File: config.mk
export PLATFORM = sky130hd
export DESIGN_NAME = ifetch_queue
export DESIGN_NICKNAME = d
export VERILOG_FILES = /design/src/rtl/ifetch_queue_pkg.sv /design/src/rtl/fifo_sync.sv /design/src/rtl/ifetch_queue.sv
export SDC_FILE = /design/constraint.sdc
export NUM_CORES = 1
export LEC_CHECK = 0
export CAP_MARGIN = 15
export CORE_UTILIZATION = 40
export CTS_BUF_LIST = sky130_fd_sc_hd__clkbuf_4 sky130_fd_sc_hd__clkbuf_8
export DETAILED_ROUTE_END_ITERATION = 6
export PLACE_DENSITY = 0.72
export SETUP_SLACK_MARGIN = 0.02
export SYNTH_ARGS = -nofsm -noshare
export SYNTH_HDL_FRONTEND = slang
export SYNTH_SLANG_ARGS = --single-unit
File: constraint.sdc
create_clock -name clk -period 3.1 [get_ports clk]
set_clock_uncertainty 0.05 [all_clocks]
set_input_delay 0.775 -clock clk [delete_from_list [all_inputs] [get_ports clk]]
set_output_delay 0.775 -clock clk [all_outputs]
set_load 0.02 [all_outputs]
File: src/rtl/ifetch_queue_pkg.sv
// Shared widths, queue entry layout and PC helper for the instruction fetch queue.
package ifetch_queue_pkg;

    localparam int FULLW      = 32;
    localparam int IFQ_ENTRYW = 2 * FULLW;

    typedef struct packed {
        logic [FULLW-1:0] pc;
        logic [FULLW-1:0] instr;
    } ifq_entry_t;

    function automatic logic [FULLW-1:0] pc_next(input logic [FULLW-1:0] pc);
        return pc + FULLW'(4);
    endfunction

endpackage

File: src/rtl/fifo_sync.sv
// Synchronous FIFO with registered head, flush, and occupancy count; no write-to-read bypass.
module fifo_sync #(
    parameter int unsigned WIDTH = 64,
    parameter int unsigned DEPTH = 4
) (
    input  logic                       clk,
    input  logic                       reset,
    input  logic                       flush,
    input  logic                       push,
    input  logic [WIDTH-1:0]           wdata,
    input  logic                       pop,
    output logic [WIDTH-1:0]           rdata,
    output logic                       empty,
    output logic [$clog2(DEPTH):0]     count
);

    localparam int AW = $clog2(DEPTH);
    localparam int CW = AW + 1;

    logic [WIDTH-1:0] mem_q [DEPTH];
    logic [AW-1:0]    wr_ptr_q, rd_ptr_q;
    logic [CW-1:0]    count_q, count_d;
    logic             pop_ok;

    assign empty  = (count_q == '0);
    assign count  = count_q;
    assign pop_ok = pop & ~empty;
    // Gate the head so the outputs read zero whenever nothing is valid.
    assign rdata  = empty ? '0 : mem_q[rd_ptr_q];

    always_comb begin
        count_d = count_q + CW'(push) - CW'(pop_ok);
    end

    always_ff @(posedge clk) begin
        if (push && !flush) begin
            mem_q[wr_ptr_q] <= wdata;
        end
    end

    always_ff @(posedge clk or posedge reset) begin
        if (reset) begin
            wr_ptr_q <= '0;
            rd_ptr_q <= '0;
            count_q  <= '0;
        end else if (flush) begin
            wr_ptr_q <= '0;
            rd_ptr_q <= '0;
            count_q  <= '0;
        end else begin
            if (push) begin
                wr_ptr_q <= wr_ptr_q + AW'(1);
            end
            if (pop_ok) begin
                rd_ptr_q <= rd_ptr_q + AW'(1);
            end
            count_q <= count_d;
        end
    end

endmodule

File: src/rtl/ifetch_queue.sv
// Fetch stage: owns the PC, issues one RAM read per cycle under a queue credit, buffers words for the decoder.
// Optional IFETCH_PERF_EN adds perf_fetched / perf_flushed event counters.
module ifetch_queue
    import ifetch_queue_pkg::*;
#(
    parameter int unsigned DEPTH    = 4,
    parameter logic [31:0] RESET_PC = 32'h0000_0000
) (
    input  logic             clk,
    input  logic             reset,
    output logic [FULLW-1:0] imem_addr,
    input  logic [FULLW-1:0] imem_rdata,
    input  logic             br_valid,
    input  logic [FULLW-1:0] br_target,
    output logic             instr_valid,
    output logic [FULLW-1:0] instr,
    output logic [FULLW-1:0] instr_pc,
    input  logic             instr_ready
`ifdef IFETCH_PERF_EN
    ,
    output logic [31:0]      perf_fetched,
    output logic [31:0]      perf_flushed
`endif
);

    localparam int CW = $clog2(DEPTH) + 1;

    logic [FULLW-1:0] pc_q, pc_d, inflight_pc_q;
    logic             inflight_q;
    logic [CW-1:0]    count;
    logic [CW:0]      occupancy;
    logic             empty, issue, push, xfer;
    ifq_entry_t       wentry, head;

    assign imem_addr   = pc_q;
    assign instr_valid = ~empty;
    assign instr       = head.instr;
    assign instr_pc    = head.pc;
    assign xfer        = instr_valid & instr_ready;

    // Queued plus in-flight words must fit, so every returning word has a slot.
    assign occupancy = {1'b0, count} + (CW+1)'(inflight_q);
    assign issue     = ~br_valid & (occupancy < (CW+1)'(DEPTH));
    assign push      = inflight_q & ~br_valid;

    always_comb begin
        wentry       = '0;
        wentry.pc    = inflight_pc_q;
        wentry.instr = imem_rdata;
    end

    always_comb begin
        pc_d = pc_q;
        if (br_valid) begin
            pc_d = br_target & ~FULLW'(3);
        end else if (issue) begin
            pc_d = pc_next(pc_q);
        end
    end

    always_ff @(posedge clk or posedge reset) begin
        if (reset) begin
            pc_q          <= RESET_PC;
            inflight_q    <= 1'b0;
            inflight_pc_q <= '0;
        end else begin
            pc_q       <= pc_d;
            inflight_q <= issue;
            if (issue) begin
                inflight_pc_q <= pc_q;
            end
        end
    end

    fifo_sync #(
        .WIDTH (IFQ_ENTRYW),
        .DEPTH (DEPTH)
    ) u_fifo (
        .clk   (clk),
        .reset (reset),
        .flush (br_valid),
        .push  (push),
        .wdata (wentry),
        .pop   (xfer),
        .rdata (head),
        .empty (empty),
        .count (count)
    );

`ifdef IFETCH_PERF_EN
    logic [31:0] fetched_q, flushed_q, dropped;

    // A head consumed in the redirect cycle is a transfer, not a discard.
    assign dropped = br_valid ? (32'(count) - 32'(xfer) + 32'(inflight_q)) : 32'd0;

    always_ff @(posedge clk or posedge reset) begin
        if (reset) begin
            fetched_q <= '0;
            flushed_q <= '0;
        end else begin
            fetched_q <= fetched_q + 32'(xfer);
            flushed_q <= flushed_q + dropped;
        end
    end

    assign perf_fetched = fetched_q;
    assign perf_flushed = flushed_q;
`endif

endmodule

==> impl_metrics.env <==
export IMPL_fp_dieW_um=182.1
export IMPL_startpoint_class="register"
export IMPL_worstHoldEndpoint="u_fifo.mem_q[0][50]"
export IMPL_route_vias_total=7567
export IMPL_rsz0062_at_grt="true"
export IMPL_finalWeightedCongestion=0.8005
export IMPL_drive_above_1_share_pct=31.21
export IMPL_yosys_warnings=0
export IMPL_worst_endpoint_required_ns=2.27
export IMPL_initial_cell_density_of_the_core_pct=40.90
export IMPL_worstSkewPairLatency_ns=0.55
export IMPL_worst_path_max_fanout=6
export IMPL_finalWorstPathRequiredPeriod_ns=3.029
export IMPL_clkSinkCount=316
export IMPL_reg2reg_slack_ns=0.38
export IMPL_timing_rr_start="u_fifo.count[1]"
export IMPL_synth_area_um2=12970
export IMPL_fmax_mhz=330.2
export IMPL_overall_routed_net_length_um=29230
export IMPL_numPortBuffers=158
export IMPL_route_detailed_wl_per_inst_um=20.80
export IMPL_row_count=65
export IMPL_gr_usage_all_layers_pct=17.95
export IMPL_dr_pass1_iters=5
export IMPL_run_status="finished, final reports clean"
export IMPL_flow_area_growth_from_synthesis_pct=26.64
export IMPL_fillCellCount=2583
export IMPL_hold_violations=0
export IMPL_synth_cells=748
export IMPL_fp_coreArea_um2=31720
export IMPL_die_height_um=182.1
export IMPL_ant_nets=0
export IMPL_number_of_max_cap_violations=0
export IMPL_timing_worst_slew_pin_value_ns=1.069
export IMPL_synth_top_area_cell="sky130_fd_sc_hd__edfxtp_1"
export IMPL_worst_vdd_drop_v=0.0003900
export IMPL_timing_hold_worst_class="reg -> reg"
export IMPL_most_common_cell_after_layout_fill_and_taps_aside="sky130_fd_sc_hd__edfxtp_1"
export IMPL_min_period_over_period_pct=97.70
export IMPL_power_density_nw_per_um2=836.5
export IMPL_hold_depth=0
export IMPL_biggest_area_contributors_in_the_synthesized_netlist="sky130_fd_sc_hd__edfxtp_1, sky130_fd_sc_hd__dfrtp_1, sky130_fd_sc_hd__mux4_2"
export IMPL_drc=0
export IMPL_dr_first_iter_drc_count=491
export IMPL_first_global_vias=7910
export IMPL_ys_seq_area_share_pct=70.52
export IMPL_boundaryPins=165
export IMPL_setup_violations_final=0
export IMPL_grt_overflow=0
export IMPL_dominant_synthesized_flop_cell="sky130_fd_sc_hd__edfxtp_1"
export IMPL_critPathCaptureType="output port"
export IMPL_layout_cells_most_common_list="sky130_fd_sc_hd__edfxtp_1, sky130_fd_sc_hd__clkdlybuf4s50_1, sky130_fd_sc_hd__dfrtp_1"
export IMPL_worstRegToRegCells=10
export IMPL_worst_hold_slack_ns=0.4597
export IMPL_tritoncts="built"
export IMPL_place_detailed_hpwl_um=17450
export IMPL_layout_nets=1038
export IMPL_finalMaxSlewViolations=0
export IMPL_cts_root_to_sink_buffers=3
export IMPL_clk_pin_slew_worst_paths_ns=0.06
export IMPL_hold_wc_startpoint="inflight_pc_q[18]"
export IMPL_via_per_inst=5.386
export IMPL_floorplan_die_area_um2=33150
export IMPL_yosys_area_top_type_share_pct=57.41
export IMPL_arrival_ns=2.20
export IMPL_synth_lib_cells_used_distinct=57
export IMPL_max_slew_margin_rel_pct=28.72
export IMPL_clk_root_buffer_cell="sky130_fd_sc_hd__clkbuf_8"
export IMPL_worst_r2r_endpoint="u_fifo.count[2]"
export IMPL_setup_worst_path_class="reg -> out"
export IMPL_synthesis_area_per_instance_um2=17.34
export IMPL_grt_pass1_wl_um=45370
export IMPL_number_of_enable_type_register_cells_in_the_synthesized_netlist=248
export IMPL_leakagePower_uw=0.005762
export IMPL_grt_start_max_net_pins=51
export IMPL_cts_htree_levels=2
export IMPL_synth_async_sr_flop_share_pct=21.52
export IMPL_finish_utilization_pct=51.79
export IMPL_cts_buffers=51
export IMPL_initial_antenna_violation_count=1
export IMPL_ys_seq_elements=316
export IMPL_antenna_diode_count=0
sequential cells by signal (all words and copies together), names as in the netlist:
| signal | cells |
|---|---|
| u_fifo.mem_q | 248 |
| u_fifo.rd_ptr_q | 2 |
| u_fifo.count | 3 |
| u_fifo.wr_ptr_q | 2 |
| imem_addr | 30 |
| inflight_pc_q | 30 |
| inflight_q | 1 |
final cells by class:
type                    count  area [um2]  share of cell area [%]
well taps                 402       503.0                   3.062
clock inverters            27       172.7                   1.051
repair buffers            206        2097                   12.76
flip-flops and latches    316        9156                   55.73
clock buffers              68       854.6                   5.202
inverters                  12       45.04                  0.2742
multi-input cells         374        3600                   21.91
per-layer routing:
| layer | global-route usage [%] | vias up | routed length [um] |
|---|---|---|---|
| met5 | 0 | - | 11 |
| met4 | 5.244 | 2 | 454 |
| met3 | 3.632 | 45 | 2001 |
| met2 | 29.61 | 287 | 14120 |
| met1 | 24.16 | 3842 | 12640 |
| li1 | - | 3391 | - |
worst max path at each step:
stage / start / slack, ns / depth (start not counted) / to
global route: u_fifo.rd_ptr_q[0] / 0.02 / 5 / instr_pc[13]
CTS: u_fifo.rd_ptr_q[0] / -0.04 / 6 / instr[11]
floorplan: u_fifo.rd_ptr_q[0] / 0.53 / 4 / instr[10]
detailed placement: u_fifo.rd_ptr_q[0] / 0.27 / 4 / instr_pc[2]
finish: u_fifo.rd_ptr_q[0] / 0.07 / 5 / instr_pc[13]
global placement: u_fifo.rd_ptr_q[0] / 0.27 / 4 / instr_pc[19]
critical path, stage by stage (launching register included):
cell and delay, ns:
sky130_fd_sc_hd__dfrtp_4 0.48, sky130_fd_sc_hd__buf_6 0.14, sky130_fd_sc_hd__buf_16 0.14, sky130_fd_sc_hd__mux4_2 0.51, sky130_fd_sc_hd__and2_1 0.21, sky130_fd_sc_hd__buf_2 0.17
through the flow:
stage	cell area [um2]	power, uW	TNS, ns	setup slack, ns	instances
2_1_floorplan	12990	8102	0	0.5338	751
3_3_place_gp	15260	9987	0	0.2741	1289
3_5_place_dp	15260	10050	0	0.2746	1289
4_1_cts	16480	13950	-0.1219	-0.03839	1408
5_1_grt	16430	14440	0	0.01780	1405
6_report	16430	13740	0	0.07139	1405
report_power, final:
| group | internal [uW] | leakage, uW | switching, uW |
|---|---|---|---|
| clock | 1970 | 0.000549 | 1580 |
| combinational | 2270 | 0.00220 | 2300 |
| sequential | 5220 | 0.00301 | 408 |
cells in the mapped netlist, drive strengths merged, types with 2 or more instances:
master,number
or3,3
nand3,14
and3,2
or4,17
ha,8
nor3,2
o311ai,2
nand2,17
a31oi,23
buf,21
and2,68
edfxtp,248
nor2b,2
mux4,62
a211oi,2
o211ai,3
clkbuf,27
nand4b,2
inv,12
nor2,36
and4,4
nor4,5
a31o,2
o31ai,15
mux2i,2
xnor2,4
nand4,17
a21oi,4
dfrtp,68
and3b,2
o21ai,6
nand2b,2
mux2,30
timing repair:
item,in CTS,in global routing
setup buffers,18,0
endpoints found under the setup margin,63,21
hold buffers,0,0
resized for setup,265,31
cloned,6,0
pin swaps,0,1
kinds of logic after synthesis:
logic type               share of synthesized area (%)
multiplexers                                     13.52
AND/OR/NAND/NOR                                  8.941
other                                          0.02891
AO/OA/AOI/OAI                                    3.443
buffers and inverters                            2.276
flip-flops                                       70.52
adder cells (fa/ha/maj)                         0.9260
XOR/XNOR                                        0.3376
(Power assumes the default switching activity.)
